===== config.mk =====
export PLATFORM = sky130hd
export DESIGN_NAME = alu_arbiter
export DESIGN_NICKNAME = d
export VERILOG_FILES = /design/src/rtl/alu_arbiter.sv
export SDC_FILE = /design/constraint.sdc
export NUM_CORES = 1
export LEC_CHECK = 0
export ABC_AREA = 1
export BUFFER_PORTS_ARGS = -buffer_cell sky130_fd_sc_hd__buf_2
export CORE_AREA = 2 2 210 212
export CTS_CLUSTER_SIZE = 20
export DETAILED_ROUTE_END_ITERATION = 10
export DIE_AREA = 0 0 212 214
export GPL_ROUTABILITY_DRIVEN = 0
export PLACE_DENSITY = 0.54
export SYNTH_ARGS = -nofsm -noshare
export SYNTH_HDL_FRONTEND = slang
export SYNTH_SLANG_ARGS = --single-unit

===== constraint.sdc =====
create_clock -name clk -period 2.2 [get_ports clk]
set_input_delay 0.11 -clock clk [delete_from_list [all_inputs] [get_ports clk]]
set_output_delay 0.11 -clock clk [all_outputs]
set_load 0.05 [all_outputs]

===== src/rtl/alu_arbiter.sv =====
// Round-robin share of one W-bit ALU between two valid/ready requesters; legal op responds at T+2, illegal at T+1.
// Response is held until the owner's rready; no new request is accepted while busy.
module alu_arbiter #(
    parameter int W = 64
) (
    input  logic         clk,
    input  logic         rst_n,
    input  logic         r0_valid,
    input  logic         r1_valid,
    output logic         r0_ready,
    output logic         r1_ready,
    input  logic [W-1:0] r0_a,
    input  logic [W-1:0] r1_a,
    input  logic [W-1:0] r0_b,
    input  logic [W-1:0] r1_b,
    input  logic [3:0]   r0_op,
    input  logic [3:0]   r1_op,
    output logic         r0_rvalid,
    output logic         r1_rvalid,
    input  logic         r0_rready,
    input  logic         r1_rready,
    output logic [W-1:0] rsp_out,
    output logic         rsp_z,
    output logic         rsp_err,
    output logic [W-1:0] alu_in1,
    output logic [W-1:0] alu_in2,
    output logic [3:0]   alu_op,
    input  logic [W-1:0] alu_out,
    input  logic         alu_z,
    output logic         busy
);

    typedef enum logic [1:0] {IDLE, EXEC, RESP} state_t;

    state_t         state_q, state_d;
    logic           prio_q, prio_d;
    logic           owner_q, owner_d;
    logic [W-1:0]   in1_q, in1_d, in2_q, in2_d;
    logic [3:0]     op_q, op_d;
    logic [W-1:0]   out_q, out_d;
    logic           z_q, z_d, err_q, err_d;

    logic           accept, gnt_id, sel_legal;
    logic [W-1:0]   sel_a, sel_b;
    logic [3:0]     sel_op;

    function automatic logic op_legal(input logic [3:0] op);
        case (op)
            4'b0000, 4'b0001, 4'b0010, 4'b0110, 4'b0111, 4'b1100: op_legal = 1'b1;
            default:                                              op_legal = 1'b0;
        endcase
    endfunction

    // prio breaks the tie only when both requesters are valid
    assign r0_ready  = (state_q == IDLE) && r0_valid && (!r1_valid || !prio_q);
    assign r1_ready  = (state_q == IDLE) && r1_valid && (!r0_valid ||  prio_q);
    assign accept    = r0_ready || r1_ready;
    assign gnt_id    = r1_ready;
    assign sel_a     = gnt_id ? r1_a  : r0_a;
    assign sel_b     = gnt_id ? r1_b  : r0_b;
    assign sel_op    = gnt_id ? r1_op : r0_op;
    assign sel_legal = op_legal(sel_op);

    always_comb begin
        state_d = state_q;
        prio_d  = prio_q;
        owner_d = owner_q;
        in1_d   = in1_q;
        in2_d   = in2_q;
        op_d    = op_q;
        out_d   = out_q;
        z_d     = z_q;
        err_d   = err_q;
        case (state_q)
            IDLE: begin
                if (accept) begin
                    prio_d  = ~gnt_id;
                    owner_d = gnt_id;
                    if (sel_legal) begin
                        in1_d   = sel_a;
                        in2_d   = sel_b;
                        op_d    = sel_op;
                        state_d = EXEC;
                    end else begin
                        // illegal op never touches the ALU registers
                        out_d   = '0;
                        z_d     = 1'b0;
                        err_d   = 1'b1;
                        state_d = RESP;
                    end
                end
            end
            EXEC: begin
                out_d   = alu_out;
                z_d     = alu_z;
                err_d   = 1'b0;
                state_d = RESP;
            end
            RESP: begin
                if (owner_q ? r1_rready : r0_rready) state_d = IDLE;
            end
            default: state_d = IDLE;
        endcase
    end

    always_ff @(posedge clk or negedge rst_n) begin
        if (!rst_n) begin
            state_q <= IDLE;
            prio_q  <= 1'b0;
            owner_q <= 1'b0;
            in1_q   <= '0;
            in2_q   <= '0;
            op_q    <= 4'b0000;
            out_q   <= '0;
            z_q     <= 1'b0;
            err_q   <= 1'b0;
        end else begin
            state_q <= state_d;
            prio_q  <= prio_d;
            owner_q <= owner_d;
            in1_q   <= in1_d;
            in2_q   <= in2_d;
            op_q    <= op_d;
            out_q   <= out_d;
            z_q     <= z_d;
            err_q   <= err_d;
        end
    end

    assign r0_rvalid = (state_q == RESP) && !owner_q;
    assign r1_rvalid = (state_q == RESP) &&  owner_q;
    assign rsp_out   = out_q;
    assign rsp_z     = z_q;
    assign rsp_err   = err_q;
    assign alu_in1   = in1_q;
    assign alu_in2   = in2_q;
    assign alu_op    = op_q;
    assign busy      = (state_q != IDLE);

endmodule

== Yosys cells after proc, flatten, opt, wreduce, memory -nomap -nowiden ==
Cells that the tools add are included.
W data, S select, Z words.

* Memories: 0
* Word-level logic and storage cells: 60
* Register bits: 202
* ROM bits: 0
* Bits in latches: 0
* Bits in writable memories: 0

* $add $sub $neg: 0
* $mul: 0
* Reduce and logical (&&, ||, !) cells: 22
* Div/mod/pow operators: 0
* $lt $le $gt $ge: 0
* Shift-type cells: 0
* Muxes and demuxes: 18
* Eq/ne operators: 10
* Bitwise gates (word level): 1

{| class="wikitable"
|+ Operator list
! operator !! number
|-
| $mux W64 || 4
|-
| $pmux W64 S2 || 1
|-
| $eq A4 B3 Y1 const B || 2
|-
| $logic_and A1 B1 Y1 || 6
|-
| $mux W1 || 6
|-
| $mux W2 || 3
|-
| $ne A2 B2 Y1 const B || 3
|-
| $pmux W2 S3 || 1
|-
| $reduce_and A3 Y1 || 2
|-
| $reduce_or A6 Y1 || 1
|-
| $eq A4 B1 Y1 const B || 1
|-
| $eq A4 B2 Y1 const B || 1
|-
| $eq A4 B4 Y1 const B || 1
|-
| $logic_not A1 Y1 || 4
|-
| $logic_not A4 Y1 || 1
|-
| $mux W4 || 1
|-
| $pmux W1 S2 || 2
|-
| $reduce_and A2 Y1 || 2
|-
| $reduce_bool A2 Y1 || 2
|-
| $logic_or A1 B1 Y1 || 3
|-
| $eq A2 B1 Y1 const B || 1
|-
| $eq A2 B2 Y1 const B || 1
|-
| $logic_not A2 Y1 || 1
|-
| $not A1 Y1 || 1
|}

== Depth between registers and ports, before layout ==
Gate-level depths: netlist of run 1.

* Word-level depth: 10
* Mapped depth: 15
* Gate-level depth less buffers: 12

== Worst setup path before layout of run 1 ==
Ideal clock, no wire load.

* Kind: register to register
* Start point: register state_q[1]
* End point: register in1_q[0] (netlist: alu_in1[0])
* Data arrival time: 1.771 ns
* Setup slack: 0.311 ns
* Period minus slack after synthesis: 1.889 ns
* Setup time: 0.118 ns
* Buffers on the path: 2
* Data required time: 2.082 ns
* Cell stages (with the launch flop): 11
* Path through: dfrtp_1 nor2_4 nand3_1 inv_1 nor2_1 inv_1 nand3_4 buf_2 buf_2 nand2_1 nand2_1

* Elaborated cells on any way between the ends: 17

{| class="wikitable"
|+ RTL lines
! what !! line !! RTL
|-
| start: declaration || 35 || <nowiki>state_t state_q, state_d;</nowiki>
|-
| start signal: assignment || 118 || <nowiki>state_q <= state_d;</nowiki>
|-
| $logic_not A2 Y1 || 55 || <nowiki>assign r0_ready = (state_q == IDLE) && r0_valid && (!r1_valid || !prio_q);</nowiki>
|-
| $logic_and A1 B1 Y1 (2 in a row) || 55 ||
|-
| net r0_ready || 10 || <nowiki>output logic r0_ready,</nowiki>
|-
| $logic_or A1 B1 Y1 || 57 || <nowiki>assign accept = r0_ready || r1_ready;</nowiki>
|-
| $reduce_and A3 Y1 (no source line) || -- ||
|-
| end signal: assignment || 121 || <nowiki>in1_q <= in1_d;</nowiki>
|-
| end: declaration || 38 || <nowiki>logic [W-1:0] in1_q, in1_d, in2_q, in2_d;</nowiki>
|}

The timed path passes the listed nets, and every way through them passes these cells.
A chain may end at the register's enable or synchronous reset.

== Final worst setup path of run 1 ==
* Start point: register state_q[0]
* End point: register in2_q[19] (netlist: alu_in2[19])

* Cells in the longest elaborated chain, start to end: 8
* Elaborated cells on any way between the ends: 17

{| class="wikitable"
|+ RTL lines
! what !! line !! RTL
|-
| $logic_not A2 Y1 (*) || 55, 56, 74 ||
|-
| $logic_and A1 B1 Y1 (2 in a row) || 56 || <nowiki>assign r1_ready = (state_q == IDLE) && r1_valid && (!r0_valid || prio_q);</nowiki>
|-
| $mux W4 || 61 || <nowiki>assign sel_op = gnt_id ? r1_op : r0_op;</nowiki>
|-
| $eq A4 B1 Y1, or another cell as far along || 48 || <nowiki>case (op)</nowiki>
|-
| $reduce_or A6 Y1 || 48 ||
|-
| $mux W1 || 48 ||
|-
| $reduce_and A3 Y1 (no source line) || -- ||
|-
| end signal: assignment || 122 || <nowiki>in2_q <= in2_d;</nowiki>
|-
| end: declaration || 38 ||
|}

Every way passes the cells marked *; elsewhere a longest branch is shown, timed or not.

==> summary.txt, run 1 <==
Status
  • Status: finished, violations left
  • Failing checks: negative hold slack

Drt
  • DR WL/cell: 15.4 um
  • Vias post-DR: between 10000 and 15000
  • Final WL: approximately 43000 um
  • Post-route ant nets: 0
  • Initial DRC count: 687
  • Post-route DRC: 0
  • Via density: 4.28
  • Drt first pass iters: 5

Layout
  • Area growth, synth to finish: 80.8%
  • Final Cell Area: between 15000 and 20000 um2
  • Fillers: 4203
  • Ratio of cells with drive above 1 in the final layout: between 20% and 30%
  • Finished Layout Cells: 2764
  • Nets: 2492

STA
  • Hold_ws: -0.605 ps
  • Final hold vios: 1
  • Final setup TNS: 0 ps
  • Final Cycle Share: 94.3%
  • Worst slew pin tran: 720 ps
  • Fin crit period: 2070 ps
  • Setup Viol. Count Final: 0
  • Slew Viols, Final: 0
  • Max transition margin: between 50% and 60%
  • Worst Skew: about 18 ps
  • Unrepaired setup endpoints after global routing: true
  • Max Freq: 482 MHz

Worst hold path
  • Min-Delay Path Depth: 5
  • Hold/Removal Path Class: in2reg

Clock tree
  • Root Driver: clkbuf_16
  • CTS clock-pin slew for the worst setup and hold paths: 60 ps
  • CTS Sinks: 202
  • Number of buffers created by CTS: 24
  • TritonCTS clock tree: yes
  • Max Buffers Root-to-Sink: 3
  • Clk Latency, worst-skew pair: 540 ps
  • H-Tree Depth: 1

Synth
  • Post-Synth XOR/XNOR Area: 0%
  • Mapped Area: 9480 um2
  • Syn Nets: 1651
  • Post-Synth Adder-Cell Area: 0%
  • Mux contribution to synthesized area: 0%
  • Seq cells post-synth: just over 200
  • Compound-Gate Fraction of Synth Area: 0.317%
  • Simple-gate share of the synthesized area: 41.3%
  • Post-Syn Area per Cell: 7.20 um2
  • Seq/Total Area, Yosys: 53.3%
  • Number of distinct library cells after synthesis: 17
  • Largest family of logic cells by synthesized area: simple AND/OR/NAND/NOR gates
  • Mapped Cells: 1316
  • Synth Warn #: 0

Floorplan
  • Core Region: 42900 um2
  • Die area: 45400 um2
  • Die Height: 214 um
  • I/O pin count: around 540
  • Die width: 212 um
  • Num rows: between 70 and 80
  • Initial Util: 22.1%

Global route
  • Pin count of the biggest net entering global routing: around 130
  • First-pass GRT wire length: 63500 um
  • Vias in the first global route: 12200
  • GRT Residual Overflow: 0
  • Antenna violations before repair: 4
  • GRT Util Overall: roughly 18%

Pwr
  • Lkg Pwr: 9.87 nW
  • PD cells: 1460 nW/um2
  • Total power: 0.0250 W
  • Peak VDD IR: just under 0.9 mV

Place
  • Area of placed instances: 12800 um2
  • Post-detail-place hpwl: 26300 um
  • IO Port Bufs: about 540
  • Post-placement cell count: 2384

Setup path
  • Worst Path Max Fanout: 32
  • Setup crit start kind: flip-flop
  • CP Data Arrival Time: 2540 ps
  • WS Path Type: reg2reg
  • CP Capture Type: flip-flop
  • Reg2Reg Depth: 9
  • FF-to-FF setup slack: 130 ps
  • Req. time, crit path: 2660 ps

Flow run
  • Max-cap violations: 0
area by class of cell:
class | count | area [um2] | share of cell area [%]
Clock inverter | 10 | 150 | 0.876
Antenna cell | 4 | 10.0 | 0.0584
Timing Repair Buffer | 893 | 6420 | 37.4
Inverter | 17 | 73.8 | 0.431
Tap cell | 585 | 732 | 4.27
Clock buffer | 34 | 729 | 4.26
Sequential cell | 202 | 5050 | 29.5
Multi-Input combinational cell | 1019 | 3970 | 23.2
stage by stage:
stage               worst slack (ps)  util, %  hold WS, ps
finish                           126     40.0       -0.605
global route                   -18.8     40.0         42.0
CTS                             2.44     39.8         3.10
detailed placement              72.9     29.9          172
global placement                 156     29.9          164
floorplan                        311        -         -186
final timing paths:
kind / from / endpoint
max: state_q[0]$_DFFE_PN0P_ / alu_in2[19]$_DFFE_PN0P_
min: r1_b[31] / alu_in2[31]$_DFFE_PN0P_
max reg2reg: state_q[0]$_DFFE_PN0P_ / alu_in2[19]$_DFFE_PN0P_
min reg2reg: alu_in1[18]$_DFFE_PN0P_ / alu_in1[18]$_DFFE_PN0P_
max in group asynchronous: rst_n / alu_in1[38]$_DFFE_PN0P_
min in group asynchronous: rst_n / rsp_out[40]$_DFFE_PN0P_
critical path, stage by stage, from the launching register on:
cell	delay, ps
dfrtp_1	400
nor2_4	160
nand3_4	200
inv_8	160
buf_16	220
nand2_1	90
nand2_1	60
dlygate4sd3_1	540
nand2_1	50
nand2_1	60
cells in the final DEF (no fill, tap or decap):
master / Yosys / routed
nand3_1: 74 / 73
o21ai_0: 5 / 5
nor2_4: 1 / 2
dfrtp_1: 202 / 202
buf_6: 11 / 1
buf_12: 0 / 8
clkbuf_16: 0 / 26
dlygate4sd3_1: 0 / 326
nand3_4: 1 / 2
nand2_2: 0 / 1
clkbuf_1: 43 / 2
inv_1: 14 / 13
buf_16: 0 / 3
inv_2: 2 / 1
a21oi_1: 1 / 1
diode_2: 0 / 4
inv_8: 0 / 1
bufinv_16: 0 / 4
nor3_1: 2 / 2
clkinv_2: 0 / 6
buf_4: 4 / 16
bufbuf_16: 0 / 2
nand2_1: 930 / 929
nor2_1: 5 / 4
clkbuf_8: 0 / 8
inv_4: 0 / 1
buf_2: 16 / 535
clkinv_1: 1 / 1
layer usage:
layer	vias up	share of wire [%]	GRT usage, %
li1	5672	-	-
met1	5330	37	18.9
met2	631	48	31.2
met3	185	7.7	3.62
met4	2	6.5	11.6
met5	-	0.031	0
power breakdown:
| group | internal, W | leakage, nW | switching, W |
|---|---|---|---|
| Combinational | 0.00362 | 6.84 | 0.0107 |
| Clock | 0.00276 | 0.441 | 0.00163 |
| Sequential | 0.00538 | 2.59 | 0.000879 |
| Total | 0.0118 | 9.87 | 0.0132 |
registers in the layout, summed over array words and instances (netlist names):
signal	count
alu_in1	64
alu_in2	64
owner_q	1
rsp_out	64
alu_op	4
rsp_err	1
state_q	2
prio_q	1
rsp_z	1
cell usage after synthesis:
master / number / share of area [%]
nor3_1: 2 / 0.11
buf_2: 16 / 0.84
buf_4: 4 / 0.32
a21oi_1: 1 / 0.053
nand2_1: 930 / 37
nand3_4: 1 / 0.18
inv_2: 2 / 0.079
nand3_1: 74 / 3.9
inv_1: 14 / 0.55
nor2_4: 1 / 0.12
clkinv_1: 1 / 0.040
buf_6: 11 / 1.3
dfrtp_1: 202 / 53
clkbuf_1: 43 / 1.7
o21ai_0: 5 / 0.26
nor2_1: 5 / 0.20
buf_1: 4 / 0.16
timing repair:
item / CTS / global route
setup buffers: 0 / 3
setup endpoints to repair: 1 / 131
pin swaps: 0 / 2
gates cloned: 2 / 1
resized for setup: 2 / 5
hold buffers: 326 / 0
endpoints found under the hold margin: 251 / 0
logic make-up (layout without fill, tap and decap cells):
group           count (synthesis)  count (layout)
simple gates                 1013            1013
flops                         202             202
buf+inv                        95             954
compound gates                  6               6
other cells                     0               4
(Power assumes the default switching activity.)
==> run 2, diff against run 1 <==
==> constraint.sdc (replaced) <==
create_clock -name clk -period 2.2 [get_ports clk]
set_input_delay 0.11 -clock clk [delete_from_list [all_inputs] [get_ports clk]]
set_output_delay 0.11 -clock clk [all_outputs]
set_load 0.02 [all_outputs]
==> summary.txt, run 2 (synthesis gave the netlist of run 1 again) <==
Global route
  • First-pass GRT wire length: about 63000 um
  • Pin count of the biggest net entering global routing: around 130
  • Antenna violations before repair: 4
  • GRT Residual Overflow: 0
  • GRT Util Overall: 17.6%
  • Vias in the first global route: 12200

Setup path
  • Reg2Reg Depth: 9
  • FF-to-FF setup slack: 120 ps
  • Req. time, crit path: between 2000 and 3000 ps
  • Setup crit start kind: flip-flop
  • Crit Reg-Reg Endpoint: alu_in1[55]$_DFFE_PN0P_
  • WS Path Type: reg2reg
  • Worst Path Max Fanout: 32
  • CP Data Arrival Time: 2560 ps
  • Origin of the critical flop-to-flop path: state_q[0]$_DFFE_PN0P_
  • CP Capture Type: flip-flop

Worst hold path
  • Hold/Removal Path Class: in2reg
  • Min-Delay Path Depth: 5
  • Worst Hold Launch: r1_b[31]
  • Worst Hold End: alu_in2[31]$_DFFE_PN0P_

Pwr
  • Switching pwr: roughly 0.0094 W
  • Clock power share: 20.7%
  • Cell Int Power: 0.0118 W
  • Lkg Pwr: 9.87 nW
  • Logic pwr share: slightly below 50%
  • PD cells: around 1200 nW/um2
  • Peak VDD IR: 0.620 mV
  • Sequential Power Share: 29.5%
  • Net Sw Frac: 44.5%

Layout
  • Nets: 2493
  • Final core occ: 40.0%
  • Most common cell after layout, fill and taps aside: nand2_1
  • Area growth, synth to finish: 80.8%
  • Most frequent cells in the layout: nand2_1 (929), buf_2 (536), dlygate4sd3_1 (326)
  • Ratio of cells with drive above 1 in the final layout: 28.4%
  • Final Cell Area: 17100 um2
  • Finished Layout Cells: 2765

Drt
  • Initial DRC count: 611
  • Metal3 WL: 3290 um
  • Vias post-DR: between 10000 and 15000
  • Met1 WL: 15900 um
  • Via density: roughly 4.3
  • Post-route DRC: 0
  • DR top layer: met5
  • DR WL met2: 20500 um
  • Final WL: 42500 um
  • Post-route ant nets: 0
  • Drt first pass iters: 5
  • DR WL/cell: 15.4 um

Floorplan
  • Num rows: 76
  • Core Region: 42900 um2
  • I/O pin count: about 540
  • Initial Util: 22.1%
  • Die width: 212 um
  • Die Height: 214 um
  • Die area: ~45000 um2

STA
  • Setup Viol. Count Final: 0
  • Max Freq: around 480 MHz
  • Final hold vios: 0
  • Final Cycle Share: around 95%
  • Worst slew pin tran: 722 ps
  • Slew Viols, Final: 0
  • Max transition margin: 51.9%
  • Worst Skew: slightly below 20 ps
  • Final setup TNS: 0 ps
  • Fin crit period: 2080 ps

Clock tree
  • Clk Latency, worst-skew pair: 540 ps
  • CTS clock-pin slew for the worst setup and hold paths: around 70 ps
  • CTS Sinks: just over 200
  • Max Buffers Root-to-Sink: 3
  • TritonCTS clock tree: yes
  • Number of buffers created by CTS: 24
  • H-Tree Depth: 1
  • Root Driver: clkbuf_16

Place
  • Post-detail-place hpwl: 26300 um
  • IO Port Bufs: 537
  • Area of placed instances: 12800 um2
  • Post-placement cell count: ~2400

Status
  • Status: completed

Flow run
  • Max-cap violations: 0
[run 2: power by group through the flow]
stage | combinational (W) | clock, W | sequential [W]
final | 0.0105 | 0.00439 | 0.00626
after global routing | 0.0115 | 0.00467 | 0.00645
after CTS | 0.0104 | 0.00453 | 0.00625
after detailed placement | 0.00972 | 0 | 0.00627
after global placement | 0.00960 | 0 | 0.00627
after floorplan | 0.00403 | 0 | 0.00821
[run 2: worst max-delay path by stage]
stage / from / to / slack, ps / cells after the start
global placement: state_q[1]$_DFFE_PN0P_ / alu_in1[33]$_DFFE_PN0P_ / 160 / 12
CTS: state_q[1]$_DFFE_PN0P_ / alu_in1[47]$_DFFE_PN0P_ / 20 / 9
global route: prio_q$_DFFE_PN0P_ / alu_in2[31]$_DFFE_PN0P_ / -3 / 13
detailed placement: state_q[1]$_DFFE_PN0P_ / alu_in1[33]$_DFFE_PN0P_ / 70 / 12
floorplan: state_q[1]$_DFFE_PN0P_ / alu_in1[10]$_DFFE_PN0P_ / 360 / 13
finish: state_q[0]$_DFFE_PN0P_ / alu_in1[55]$_DFFE_PN0P_ / 120 / 9
[run 2: layer usage]
layer,track usage [%],vias up
li1,-,5676
met1,18.8,5311
met2,31.2,619
met3,3.61,192
met4,11.6,2
met5,0,-
[run 2: cell type report]
type                    count  area (um2)
fillers                  4209       25700
repair buffers            894        6420
flip-flops and latches    202        5050
multi-input cells        1019        3970
well taps                 585         732
clock buffers              34         729
clock inverters            10         150
inverters                  17        73.8
diodes                      4        10.0
[run 2: repair_timing]
action                                  CTS  global route
pin swaps                                 0             2
buffers inserted                          0             4
gates cloned                              2             1
hold buffers                            326             0
endpoints found under the hold margin   251             0
endpoints found under the setup margin    1           132
resized for setup                         1             4
[run 2: stage by stage]
step                      hold slack [ps]  setup slack [ps]  total power [W]
after detailed placement              172              72.9           0.0160
after CTS                            3.10              19.9           0.0212
after floorplan                      -186               364           0.0122
after global placement                164               156           0.0159
final                               0.336               117           0.0212
after global routing                 42.0             -3.30           0.0226
[run 2: worst max-delay path: stages (launching register included)]
cell and delay [ps]:
dfrtp_1 400, nor2_4 160, nand3_4 190, inv_8 150, buf_16 220, nand2_1 120
nand2_1 70, dlygate4sd3_1 530, nand2_1 60, nand2_1 60
==> run 3, diff against run 2 <==
- ABC_AREA: 1 -> default
- CORE_AREA: 2 2 210 212 -> 2 2 212 214
- DIE_AREA: 0 0 212 214 -> 0 0 214 216
- PLACE_DENSITY: 0.54 -> 0.52
==> summary.txt, run 3 <==
Synth
  • Synth top area share: 57.1%
  • Seq/Total Area, Yosys: between 50% and 60%
  • Compound-Gate Fraction of Synth Area: between 10 and 15%
  • Post-Synth Adder-Cell Area: 0%
  • Syn Nets: about 1400
  • Seq cells post-synth: 202
  • Synth Warn #: 0
  • EDFF count, synth: 0
  • Largest family of logic cells by synthesized area: simple AND/OR/NAND/NOR gates
  • Post-Syn Area per Cell: 8.42 um2
  • Post-synth ARST share: 100%
  • Number of distinct library cells after synthesis: 31
  • Mapped Cells: 1051
  • Leading post-synthesis cells by cell area: dfrtp_1 (57%), nand2_1 (17%), a31oi_1 (9.3%)
  • Simple-gate share of the synthesized area: about a quarter
  • Top cell type by total area after synthesis: dfrtp_1
  • Post-Synth XOR/XNOR Area: 0.297%
  • Dominant synthesized flop cell: dfrtp_1
  • Synth cell count leaders: nand2_1 (397), dfrtp_1 (202), nor2_1 (132), a31oi_1 (131), a21oi_1 (68)
  • Count leader, synth: nand2_1
  • Mux contribution to synthesized area: less than 1%
  • Mapped Area: 8850 um2

Floorplan
  • Num rows: 77
  • Die area: 46200 um2
  • Core Region: 43800 um2
  • Die width: ~210 um
  • I/O pin count: 538
  • Die Height: 216 um
  • Initial Util: 20.2%

Clock tree
  • CTS Sinks: 202
  • Max Buffers Root-to-Sink: 3
  • Number of buffers created by CTS: 25
  • Root Driver: clkbuf_16
  • Clk Latency, worst-skew pair: 530 ps
  • TritonCTS clock tree: yes
  • CTS clock-pin slew for the worst setup and hold paths: 50 ps
  • H-Tree Depth: 1

STA
  • Max Freq: 481 MHz
  • Final hold vios: 0
  • Slew Viols, Final: 0
  • Setup Viol. Count Final: 0
  • Worst Skew: 13.5 ps
  • Final setup TNS: 0 ps
  • Worst slew pin tran: 633 ps
  • Fin crit period: 2080 ps
  • Max transition margin: 57.8%
  • Unrepaired setup endpoints after global routing: false
  • Final Cycle Share: 94.6%

Pwr
  • Net Sw Frac: 43.5%
  • Peak VDD IR: 0.626 mV
  • Lkg Pwr: around 8 nW
  • Logic pwr share: 47.5%
  • Switching pwr: 0.00892 W
  • Clock power share: 20.2%
  • Sequential Power Share: about a third
  • Cell Int Power: 0.0116 W
  • PD cells: between 1000 and 1500 nW/um2

Drt
  • DR WL/cell: 15.5 um
  • Metal3 WL: 2650 um
  • Drt first pass iters: 6
  • Vias post-DR: 10800
  • Post-route DRC: 0
  • Via density: 4.32
  • Met1 WL: 15700 um
  • Final WL: 39000 um
  • DR WL met2: 18900 um
  • Initial DRC count: between 700 and 800
  • Post-route ant nets: 0
  • DR top layer: met4

Setup path
  • Worst Path Max Fanout: 34
  • Req. time, crit path: 2090 ps
  • CP Data Arrival Time: 1970 ps
  • Origin of the critical flop-to-flop path: state_q[1]$_DFFE_PN0P_
  • CP Capture Type: output pin
  • WS Path Type: reg2out
  • Crit Reg-Reg Endpoint: alu_in2[5]$_DFFE_PN0P_
  • FF-to-FF setup slack: 180 ps
  • Reg2Reg Depth: 7
  • Setup crit start kind: flip-flop

Status
  • Status: completed

Global route
  • GRT Util Overall: between 15 and 20%
  • First-pass GRT wire length: 60900 um
  • Pin count of the biggest net entering global routing: 136
  • Vias in the first global route: 11300
  • GRT Residual Overflow: 0
  • Antenna violations before repair: 1

Layout
  • Ratio of cells with drive above 1 in the final layout: 32.1%
  • Nets: about 2200
  • Most common cell after layout, fill and taps aside: buf_2
  • Fillers: 4336
  • Final core occ: between 30% and 40%
  • Finished Layout Cells: 2508
  • Area growth, synth to finish: 86.6%
  • Most frequent cells in the layout: buf_2 (536), nand2_1 (397), dlygate4sd3_1 (331)
  • Final Cell Area: 16500 um2

Place
  • Post-detail-place hpwl: 25700 um
  • Area of placed instances: 12400 um2
  • Post-placement cell count: 2132
  • IO Port Bufs: 537

Flow run
  • Max-cap violations: 0

Worst hold path
  • Hold/Removal Path Class: in2async
-- run 3: cell count changes in the layout (fill, tap and decap cells not counted), sizes merged, moves of 3 or more --
cell and change:
nand3 -72, nor2 +127, nand2b +4, clkinv -4, a31oi +131, nor2b +5
a21oi +68, a211oi +3, diode -3, nand2 -533, inv -10, dlygate4sd3 +5
xnor2 +3
-- run 3: worst max-delay path by stage --
stage	slack, ps	cells past startpoint	end	start
6_report	120	6	r1_ready	state_q[1]$_DFFE_PN0P_
5_1_grt	5	6	r1_ready	state_q[1]$_DFFE_PN0P_
4_1_cts	50	6	r1_ready	state_q[1]$_DFFE_PN0P_
3_5_place_dp	300	7	alu_in1[8]$_DFFE_PN0P_	state_q[1]$_DFFE_PN0P_
3_3_place_gp	330	7	alu_in2[35]$_DFFE_PN0P_	state_q[1]$_DFFE_PN0P_
2_1_floorplan	530	7	alu_in1[0]$_DFFE_PN0P_	state_q[1]$_DFFE_PN0P_
-- run 3: cells by family (layout without fill, tap and decap cells) --
group | count (synthesis) | after routing
other cells | 0 | 1
xor+xnor | 3 | 3
buf+inv | 83 | 947
flops | 202 | 202
mux | 1 | 1
simple gates | 549 | 549
compound gates | 213 | 213
-- run 3: power by group through the flow --
stage / clock network [W] / logic, W / registers [W]
6_report: 0.00415 / 0.00975 / 0.00663
5_1_grt: 0.00443 / 0.0106 / 0.00685
4_1_cts: 0.00431 / 0.00973 / 0.00661
3_5_place_dp: 0 / 0.00924 / 0.00664
3_3_place_gp: 0 / 0.00913 / 0.00661
2_1_floorplan: 0 / 0.00330 / 0.00881
-- run 3: cell type report --
| class | instances | area (um2) | share of cell area [%] |
|---|---|---|---|
| multi-input cells | 766 | 3460 | 21.0 |
| flip-flops and latches | 202 | 5050 | 30.6 |
| diodes | 1 | 2.50 | 0.0152 |
| clock inverters | 7 | 91.3 | 0.553 |
| repair buffers | 898 | 6400 | 38.8 |
| well taps | 592 | 741 | 4.49 |
| inverters | 5 | 23.8 | 0.144 |
| clock buffers | 37 | 731 | 4.43 |
-- run 3: metal layers --
metal | GRT usage [%] | vias up
met4 | 7.13 | 0
met2 | 28.1 | 459
li1 | - | 5178
met5 | 0 | -
met1 | 19.0 | 5086
met3 | 4.07 | 105
-- run 3: critical path: stages, from the launching register on --
cell and delay [ps]:
dfrtp_1 430, nor2_2 140, buf_4 150, nand3_4 130
inv_6 150, buf_12 210, buf_2 200
-- run 3: metrics by stage --
stage                     power (W)  hold WS [ps]  setup slack, ps
after detailed placement     0.0159          74.1              296
final                        0.0205          64.3              119
after global placement       0.0157          70.1              330
after floorplan              0.0121          -186              529
after global routing         0.0219          89.1             4.69
after CTS                    0.0206          38.7             45.9
-- run 3: what timing repair did --
action / 4_1_cts / 5_1_grt
endpoints found under the hold margin: 400 / 0
hold buffers: 331 / 0
setup buffers: 0 / 0
setup endpoints to repair: 1 / 1
resized for setup: 3 / 1
